[config.mk]
export PLATFORM = sky130hd
export DESIGN_NAME = boot_sequencer
export DESIGN_NICKNAME = d
export VERILOG_FILES = /design/src/rtl/boot_sequencer.sv
export SDC_FILE = /design/constraint.sdc
export NUM_CORES = 1
export LEC_CHECK = 0
export ABC_CLOCK_PERIOD_IN_PS = 73700
export CELL_PAD_IN_SITES_DETAIL_PLACEMENT = 1
export CELL_PAD_IN_SITES_GLOBAL_PLACEMENT = 1
export CORE_ASPECT_RATIO = 1.5
export CORE_UTILIZATION = 50
export CTS_CLUSTER_SIZE = 30
export DETAILED_ROUTE_END_ITERATION = 10
export PLACE_DENSITY_LB_ADDON = 0.1
export SETUP_SLACK_MARGIN = 0.1
export SLEW_MARGIN = 30
export SYNTH_ARGS = -nofsm -noshare
export SYNTH_HDL_FRONTEND = slang
export SYNTH_SLANG_ARGS = --single-unit
[constraint.sdc]
create_clock -name clock -period 73.7 [get_ports clock]
set_input_delay 14.74 -clock clock [delete_from_list [all_inputs] [get_ports clock]]
set_output_delay 14.74 -clock clock [all_outputs]
set_load 0.02 [all_outputs]
[src/rtl/boot_sequencer.sv]
// ---------------------------------------------------------------------------
// boot_sequencer
//
// Boot controller sitting downstream of the program loader. It asks the
// loader for a program, waits (with a timeout) for the load to finish, then
// takes over the instruction memory port and reads back the first
// SCAN_WORDS words. While reading, it accumulates a balanced-ternary checksum
// modulo 3^WORD_SIZE. Finally it releases the CPU from reset. The CPU is held
// in reset for the whole load/verify sequence. A load timeout parks the
// block in ERROR with the CPU still held.
//
// Trit encoding, two bits per trit, trit i at bits [2i+1:2i]:
//   2'b00 = 0, 2'b01 = +1, 2'b10 = -1  (2'b11 is read as 0)
//
// Ports:
//   clock          rising-edge system clock
//   reset          synchronous, active-high reset
//   boot_request   level, starts a boot from IDLE
//   start_load     one-cycle pulse to the loader
//   load_complete  level from the loader, only looked at while waiting
//   mem_sel        0 = loader owns memory port, 1 = this block owns it
//   mem_addr       ternary read address, held between reads
//   mem_read       read strobe, data returns on mem_read_data next cycle
//   mem_read_data  ternary read data
//   checksum       ternary sum of the scanned words
//   checksum_valid checksum final, held high
//   cpu_reset      active-high hold on the CPU
//   cpu_run        CPU released and running
//   boot_error     load timeout occurred, held high
// ---------------------------------------------------------------------------
module boot_sequencer #(
    parameter int WORD_SIZE     = 9,
    parameter int MEM_ADDR_SIZE = 6,
    parameter int LOAD_TIMEOUT  = 4096,
    parameter int SCAN_WORDS    = 256
) (
    input  logic                       clock,
    input  logic                       reset,
    input  logic                       boot_request,
    output logic                       start_load,
    input  logic                       load_complete,
    output logic                       mem_sel,
    output logic [2*MEM_ADDR_SIZE-1:0] mem_addr,
    output logic                       mem_read,
    input  logic [2*WORD_SIZE-1:0]     mem_read_data,
    output logic [2*WORD_SIZE-1:0]     checksum,
    output logic                       checksum_valid,
    output logic                       cpu_reset,
    output logic                       cpu_run,
    output logic                       boot_error
);

    localparam int WAIT_W = $clog2(LOAD_TIMEOUT);
    localparam int CNT_W  = $clog2(SCAN_WORDS + 1);

    typedef enum logic [2:0] {
        IDLE, START, WAIT_LOAD, SCAN_REQ, SCAN_ACC, RUN, ERROR
    } state_t;

    state_t                     state_q, state_d;
    logic [WAIT_W-1:0]          waitCnt_q, waitCnt_d;
    logic [CNT_W-1:0]           scanCnt_q, scanCnt_d;
    logic [2*MEM_ADDR_SIZE-1:0] scanAddr_q, scanAddr_d;
    logic [2*MEM_ADDR_SIZE-1:0] memAddr_q, memAddr_d;
    logic [2*WORD_SIZE-1:0]     checksum_q, checksum_d;
    logic startLoad_q, startLoad_d;
    logic memSel_q, memSel_d;
    logic memRead_q, memRead_d;
    logic checksumValid_q, checksumValid_d;
    logic cpuReset_q, cpuReset_d;
    logic cpuRun_q, cpuRun_d;
    logic bootError_q, bootError_d;

    function automatic int tritVal(input logic [1:0] t);
        case (t)
            2'b01:   return 1;
            2'b10:   return -1;
            default: return 0;
        endcase
    endfunction

    function automatic logic [1:0] tritEnc(input int v);
        if (v == 1)       return 2'b01;
        else if (v == -1) return 2'b10;
        else              return 2'b00;
    endfunction

    // Ripple-carry balanced-ternary add over WORD_SIZE trits; the final carry
    // is dropped so the result wraps modulo 3^WORD_SIZE.
    function automatic logic [2*WORD_SIZE-1:0] wordAdd(
        input logic [2*WORD_SIZE-1:0] a,
        input logic [2*WORD_SIZE-1:0] b
    );
        logic [2*WORD_SIZE-1:0] s;
        int carry;
        int t;
        s = '0;
        carry = 0;
        for (int i = 0; i < WORD_SIZE; i++) begin
            t = tritVal(a[2*i +: 2]) + tritVal(b[2*i +: 2]) + carry;
            if (t > 1) begin
                t = t - 3;
                carry = 1;
            end else if (t < -1) begin
                t = t + 3;
                carry = -1;
            end else begin
                carry = 0;
            end
            s[2*i +: 2] = tritEnc(t);
        end
        return s;
    endfunction

    // Address + 1 over MEM_ADDR_SIZE trits. This gives the same result as
    // the word adder on a zero-padded address truncated back to address
    // width, so the address wraps from the top of the range to the bottom.
    function automatic logic [2*MEM_ADDR_SIZE-1:0] addrInc(
        input logic [2*MEM_ADDR_SIZE-1:0] a
    );
        logic [2*MEM_ADDR_SIZE-1:0] s;
        int carry;
        int t;
        s = '0;
        carry = 1;
        for (int i = 0; i < MEM_ADDR_SIZE; i++) begin
            t = tritVal(a[2*i +: 2]) + carry;
            if (t > 1) begin
                t = t - 3;
                carry = 1;
            end else begin
                carry = 0;
            end
            s[2*i +: 2] = tritEnc(t);
        end
        return s;
    endfunction

    // State and datapath registers. Every output is a flop loaded from the
    // decode of the next state, so nothing combinational reaches a port.
    always_ff @(posedge clock) begin
        if (reset) begin
            state_q         <= IDLE;
            waitCnt_q       <= '0;
            scanCnt_q       <= '0;
            scanAddr_q      <= '0;
            memAddr_q       <= '0;
            checksum_q      <= '0;
            startLoad_q     <= 1'b0;
            memSel_q        <= 1'b0;
            memRead_q       <= 1'b0;
            checksumValid_q <= 1'b0;
            cpuReset_q      <= 1'b1;
            cpuRun_q        <= 1'b0;
            bootError_q     <= 1'b0;
        end else begin
            state_q         <= state_d;
            waitCnt_q       <= waitCnt_d;
            scanCnt_q       <= scanCnt_d;
            scanAddr_q      <= scanAddr_d;
            memAddr_q       <= memAddr_d;
            checksum_q      <= checksum_d;
            startLoad_q     <= startLoad_d;
            memSel_q        <= memSel_d;
            memRead_q       <= memRead_d;
            checksumValid_q <= checksumValid_d;
            cpuReset_q      <= cpuReset_d;
            cpuRun_q        <= cpuRun_d;
            bootError_q     <= bootError_d;
        end
    end

    // Next-state and datapath update. load_complete is checked before the
    // timeout, so a load finishing on the last allowed cycle still wins.
    always_comb begin
        state_d    = state_q;
        waitCnt_d  = waitCnt_q;
        scanCnt_d  = scanCnt_q;
        scanAddr_d = scanAddr_q;
        checksum_d = checksum_q;
        case (state_q)
            IDLE: begin
                if (boot_request) state_d = START;
            end
            START: begin
                waitCnt_d = '0;
                state_d   = WAIT_LOAD;
            end
            WAIT_LOAD: begin
                if (load_complete) begin
                    scanAddr_d = '0;
                    scanCnt_d  = '0;
                    checksum_d = '0;
                    state_d    = SCAN_REQ;
                end else if (waitCnt_q == WAIT_W'(LOAD_TIMEOUT - 1)) begin
                    state_d = ERROR;
                end else begin
                    waitCnt_d = waitCnt_q + WAIT_W'(1);
                end
            end
            SCAN_REQ: begin
                state_d = SCAN_ACC;
            end
            SCAN_ACC: begin
                checksum_d = wordAdd(checksum_q, mem_read_data);
                scanAddr_d = addrInc(scanAddr_q);
                if (scanCnt_q == CNT_W'(SCAN_WORDS - 1)) begin
                    state_d = RUN;
                end else begin
                    scanCnt_d = scanCnt_q + CNT_W'(1);
                    state_d   = SCAN_REQ;
                end
            end
            RUN:     state_d = RUN;
            ERROR:   state_d = ERROR;
            default: state_d = IDLE;
        endcase
    end

    // Output decode from the next state. mem_addr only moves when a new read
    // is issued, so it holds its last value between reads.
    always_comb begin
        startLoad_d     = (state_d == START);
        memRead_d       = (state_d == SCAN_REQ);
        memSel_d        = (state_d == SCAN_REQ) || (state_d == SCAN_ACC) || (state_d == RUN);
        checksumValid_d = (state_d == RUN);
        cpuRun_d        = (state_d == RUN);
        cpuReset_d      = (state_d != RUN);
        bootError_d     = (state_d == ERROR);
        memAddr_d       = (state_d == SCAN_REQ) ? scanAddr_d : memAddr_q;
    end

    assign start_load     = startLoad_q;
    assign mem_sel        = memSel_q;
    assign mem_addr       = memAddr_q;
    assign mem_read       = memRead_q;
    assign checksum       = checksum_q;
    assign checksum_valid = checksumValid_q;
    assign cpu_reset      = cpuReset_q;
    assign cpu_run        = cpuRun_q;
    assign boot_error     = bootError_q;

endmodule

==> results of run 1 <==
## worst max-delay path, delay by kind of cell
family / cells / cell delay, ps
fa+ha+maj: 36 / 15190
simple gates: 19 / 4150
compound gates: 8 / 1600
buf+inv: 16 / 1770
## final cells by class
type / count / area share
clock buffers: 9 / 0.0229
clock inverters: 7 / 0.0104
inverters: 156 / 0.0595
multi-input cells: 848 / 0.672
flip-flops and latches: 72 / 0.147
well taps: 213 / 0.0271
repair buffers: 62 / 0.0616
## power breakdown
group | switching, W | internal, W
registers | 0.000000773 | 0.0000396
logic | 0.000118 | 0.0000780
clock network | 0.0000193 | 0.0000300
## cell usage in the layout (no fill, tap or decap), types with 22 or more instances in the layout
| cell | netlist | routed |
|---|---|---|
| o21ai_0 | 51 | 51 |
| a21oi_1 | 55 | 55 |
| nor3_1 | 23 | 23 |
| clkdlybuf4s50_1 | 0 | 57 |
| nand3_1 | 30 | 30 |
| inv_1 | 156 | 156 |
| nor2b_1 | 22 | 22 |
| fa_1 | 63 | 63 |
| nor2_1 | 114 | 114 |
| nand2_1 | 85 | 85 |
| dfxtp_1 | 72 | 72 |
| ha_1 | 102 | 102 |
## routing by layer
| metal | GRT usage | wire length, um |
|---|---|---|
| met4 | 0.111 | 779 |
| met1 | 0.279 | 8990 |
| met5 | 0 | 0 |
| met3 | 0.0406 | 716 |
| met2 | 0.528 | 13100 |
## sequential cells by signal, indices dropped and copies added, names as in the netlist
signal	cells
mem_addr	12
cpu_reset	1
state_q	3
scanCnt_q	9
start_load	1
mem_read	1
scanAddr_q	12
cpu_run	1
checksum	18
mem_sel	1
waitCnt_q	12
boot_error	1
## worst min-delay path by stage
stage | from | endpoint | slack [ps] | cells after the start
floorplan | scanCnt_q[5] | scanCnt_q[5] | 450 | 2
global placement | checksum[1] | checksum[1] | 460 | 2
detailed placement | scanCnt_q[8] | scanCnt_q[8] | 480 | 2
CTS | checksum[1] | checksum[1] | 480 | 2
global route | checksum[1] | checksum[1] | 520 | 2
finish | checksum[1] | checksum[1] | 480 | 2
## metrics by stage
| step | instance area (um2) | setup slack [ps] | hold WS (ps) |
|---|---|---|---|
| floorplan | 8810 | 38570 | 454 |
| global placement | 9510 | 36960 | 462 |
| detailed placement | 9510 | 36170 | 476 |
| CTS | 9830 | 36500 | 485 |
| global route | 9830 | 35170 | 516 |
| finish | 9830 | 36540 | 480 |
## cells by family after synthesis
kind of cell / Yosys count / share of synthesized area
DFF: 72 / 0.164
and+or+nand+nor: 379 / 0.217
buffers and inverters: 193 / 0.0860
adders and majority gates: 165 / 0.288
xor gates and xnor gates: 33 / 0.0328
AOI/OAI and AO/OA: 257 / 0.196
muxes: 14 / 0.0168
==> results_dict.tcl, run 1 <==
set metrics [dict create \
    status "finished clean" \
    fin_tns_setup_ps 0 \
    multi_input_area_um2 6610 \
    die_area_um2 18200 \
    hold_viol 0 \
    cts_setup_buffers 0 \
    fin_crit_sh 0.504 \
    dr.pass1.iters 5 \
    synth_commonest_cells "156 x inv_1, 114 x nor2_1, 102 x ha_1" \
    arrival_ps 37430 \
    p_per_area_nw_per_um2 29.0 \
    maxCapViolations 0 \
    fmax_mhz 26.9 \
    final.setup_skew_ps 11.2 \
    area_delta_synth_final_pct 11.7 \
    numPortBuffers 58 \
    core_um2 17300 \
    regArea_um2 1440 \
    clkSlewWorstSetupHoldPaths_ps 70 \
    cts.repair.resized 0 \
    cts_hold_buf 0 \
    synth_seq_cells 72 \
    ys_async_sr_fraction 0 \
    drtIter0Drc 239 \
    cpMostUsedCell "fa_1" \
    r2r_end "checksum[17]" \
    tightest_slew_ps 681 \
    yosysSeqAreaShare 0.164 \
    ys_top_cells_by_area "dfxtp_1 16%, ha_1 14%, fa_1 14%" \
    cts_made_buffers 9 \
    vias_per_cell 5.93 \
    diodes 0 \
    cpPeakStageDelay_ps 740 \
    placed_cells 1351 \
    wl_per_cell_um 17.2 \
    syn_area_um2 8810 \
    gp_congestion 0.907 \
    cp.required_ps 73980 \
    wl_um 23600 \
    overflow 0 \
    synth_top_area_frac 0.164 \
    stdcell_count 1367 \
    synth.most_common_cell "inv_1" \
    cp-startpoint "mem_read_data[0]" \
    drcViolationCount 0 \
    setup.worst_path.end "checksum[17]" \
    floorplan.rows 59 \
    startpoint_type "input port" \
    worstRegToRegCells 78 \
    r2r_slack_ps 51000 \
    numClockSinks 72 \
    hp-class "register to register" \
    grt_pass1_wl_um 39100 \
    period_needed_ps 37160 \
    drive_gt1_frac 0.0355 \
    cts_tree "built" \
    crit_path_max_fanout 16 \
    grt_pass1_vias 8574 \
    irDropWorstVdd_v 0.0000260 \
    grtUsageTotal 0.271 \
    synth_area_leader_cell "dfxtp_1" \
    worst_path_max_delay_cell "fa_1" \
    die_h_um 165 \
    synth_cells 1113 \
    nFillCells 2146 \
    max-clock-path-buffers 2 \
    cp-end-kind "register" \
    final-setup-viol-count 0 \
    pin_count 59 \
    synth_edf_count 0 \
    synth_cell_types 83 \
    die-width_um 110 \
    root_buffer "clkbuf_16" \
    start_util 0.510 \
    vias 8104 \
    antenna_left 0 \
    synth_warnings 0 \
    slew_headroom 0.545 \
    synth.avg_cell_area_um2 7.91 \
    synth_fp_nets 1300 \
    rsz0062_at_grt "false" \
    place_hpwl_um 18300 \
    power.total_w 0.000285 \
    htree_levels 3 \
    synthFlopType "dfxtp_1" \
    worstReg2RegStart "checksum[0]" \
    p_leak_nw 4.10 \
    antenna_found_initial 0 \
    crit_type "input port to register" \
    utilization 0.569 \
    clk_latency_ps 350 \
    slew_violations 0 \
    nNetsFinal 1336 \
    grt_max_degree 48 \
]
(Power assumes the default switching activity.)
==> inputs of run 2 (changes only) <==
--- a/config.mk
+++ b/config.mk
@@ -5,11 +5,11 @@
 export SDC_FILE = /design/constraint.sdc
 export NUM_CORES = 1
 export LEC_CHECK = 0
-export ABC_CLOCK_PERIOD_IN_PS = 73700
+export ABC_CLOCK_PERIOD_IN_PS = 38600
 export CELL_PAD_IN_SITES_DETAIL_PLACEMENT = 1
 export CELL_PAD_IN_SITES_GLOBAL_PLACEMENT = 1
 export CORE_ASPECT_RATIO = 1.5
-export CORE_UTILIZATION = 50
+export CORE_UTILIZATION = 46
 export CTS_CLUSTER_SIZE = 30
 export DETAILED_ROUTE_END_ITERATION = 10
 export PLACE_DENSITY_LB_ADDON = 0.1
==> constraint.sdc (replaced) <==
create_clock -name clock -period 38.6 [get_ports clock]
set_input_delay 7.72 -clock clock [delete_from_list [all_inputs] [get_ports clock]]
set_output_delay 7.72 -clock clock [all_outputs]
set_load 0.02 [all_outputs]
==> results_dict.tcl, run 2 (synthesis gave the netlist of run 1 again) <==
set metrics [dict create \
    status "finished clean" \
    antenna_left 0 \
    antenna_found_initial 0 \
    final_cell_mix "156 x inv_1, 114 x nor2_1, 102 x ha_1" \
    postPlaceCellArea_um2 9550 \
    critPathBufInv 16 \
    fin_crit_sh 0.778 \
    drive_gt1_frac 0.0347 \
    core_um2 18600 \
    cp-end-kind "register" \
    nFillCells 2324 \
    cts_made_buffers 9 \
    gp_congestion 0.949 \
    clkSlewWorstSetupHoldPaths_ps 60 \
    crit_type "input port to register" \
    vias 7989 \
    hp-class "register to register" \
    cpPeakStageDelay_ps 740 \
    holdWs_ps 484 \
    cts.repair.resized 0 \
    numClockSinks 72 \
    pin_count 59 \
    htree_levels 3 \
    grtUsageTotal 0.244 \
    grt.busiest_layer "met2" \
    regArea_um2 1440 \
    grtUsageMet1 0.257 \
    grt_max_degree 48 \
    cp.required_ps 38870 \
    dr.pass1.iters 4 \
    grt_pass1_wl_um 38900 \
    floorplan.rows 61 \
    fin_area_um2 9880 \
    die_area_um2 19700 \
    die-width_um 115 \
    max-clock-path-buffers 2 \
    vias_per_cell 5.69 \
    die_h_um 171 \
    root_buffer "clkbuf_16" \
    cts_hold_buf 0 \
    wl_per_cell_um 16.2 \
    worst_path_max_delay_cell "fa_1" \
    drcViolationCount 0 \
    irDropWorstVdd_v 0.0000560 \
    start_util 0.473 \
    slew_violations 0 \
    arrival_ps 30320 \
    overflow 0 \
    cts_tree "built" \
    wl_um 22700 \
    grt_pass1_vias 8419 \
    rsz0062_at_grt "false" \
    startpoint_type "input port" \
    p_per_area_nw_per_um2 54.7 \
    area_delta_synth_final_pct 12.2 \
    multi_input_area_um2 6610 \
    tightest_slew_ps 634 \
    p_leak_nw 4.11 \
    diodes 0 \
    drtIter0Drc 294 \
    slew_headroom 0.576 \
    period_needed_ps 30040 \
    maxCapViolations 0 \
    place_hpwl_um 18100 \
    final_common_cell "inv_1" \
    numPortBuffers 58 \
    final.setup_skew_ps 6.73 \
    fin_tns_setup_ps 0 \
    largest_register_ffs 18 \
    crit_path_max_fanout 16 \
    use_met2 0.483 \
    final-setup-viol-count 0 \
    met3_usage 0.0363 \
    cts_setup_buffers 0 \
    fmax_mhz 33.3 \
    cpMostUsedCell "fa_1" \
    nNetsFinal 1335 \
    hold_viol 0 \
    crit_family "adder cells" \
    clk_latency_ps 340 \
]
## run 2: worst min-delay path, delay by kind of cell (launching register included)
family           cells  cell delay [ps]
flip-flops           1              330
AND/OR/NAND/NOR      1               60
AO/OA/AOI/OAI        1               50
## run 2: stage by stage
step,utilization,total power (W),worst slack (ps),cells
after global placement,0.513,0.000441,8880,1389
after global routing,0.530,0.000592,7080,1405
final,0.530,0.000540,8560,1405
after detailed placement,0.513,0.000447,8090,1389
after CTS,0.530,0.000542,8430,1405
after floorplan,-,0.000365,10490,1113
## run 2: cell type report
class	instances	share of cell area
Clock buffer	9	0.0228
Sequential cell	72	0.146
Clock inverter	7	0.0104
Multi-Input combinational cell	848	0.669
Tap cell	252	0.0319
Timing Repair Buffer	61	0.0608
Inverter	156	0.0593
## run 2: metal layers
metal / vias to the layer above / share of wire
met1: 3940 / 0.40
met5: - / 0
met3: 46 / 0.031
li1: 3884 / -
met4: 0 / 0.027
met2: 119 / 0.55
## run 2: final timing paths
check / endpoint / cells after the start / from / slack [ps]
worst max-delay path: checksum[17] / 79 / mem_read_data[0] / 8560
worst max register to register: checksum[17] / 78 / checksum[0] / 16030
worst min-delay path: checksum[1] / 2 / checksum[1] / 480
worst min register to register: checksum[1] / 2 / checksum[1] / 480
## run 2: report_power, final
| group | internal (W) | switching [W] | leakage (nW) |
|---|---|---|---|
| Clock | 0.0000575 | 0.0000355 | 0.162 |
| Combinational | 0.000148 | 0.000222 | 3.36 |
| Sequential | 0.0000756 | 0.00000151 | 0.581 |
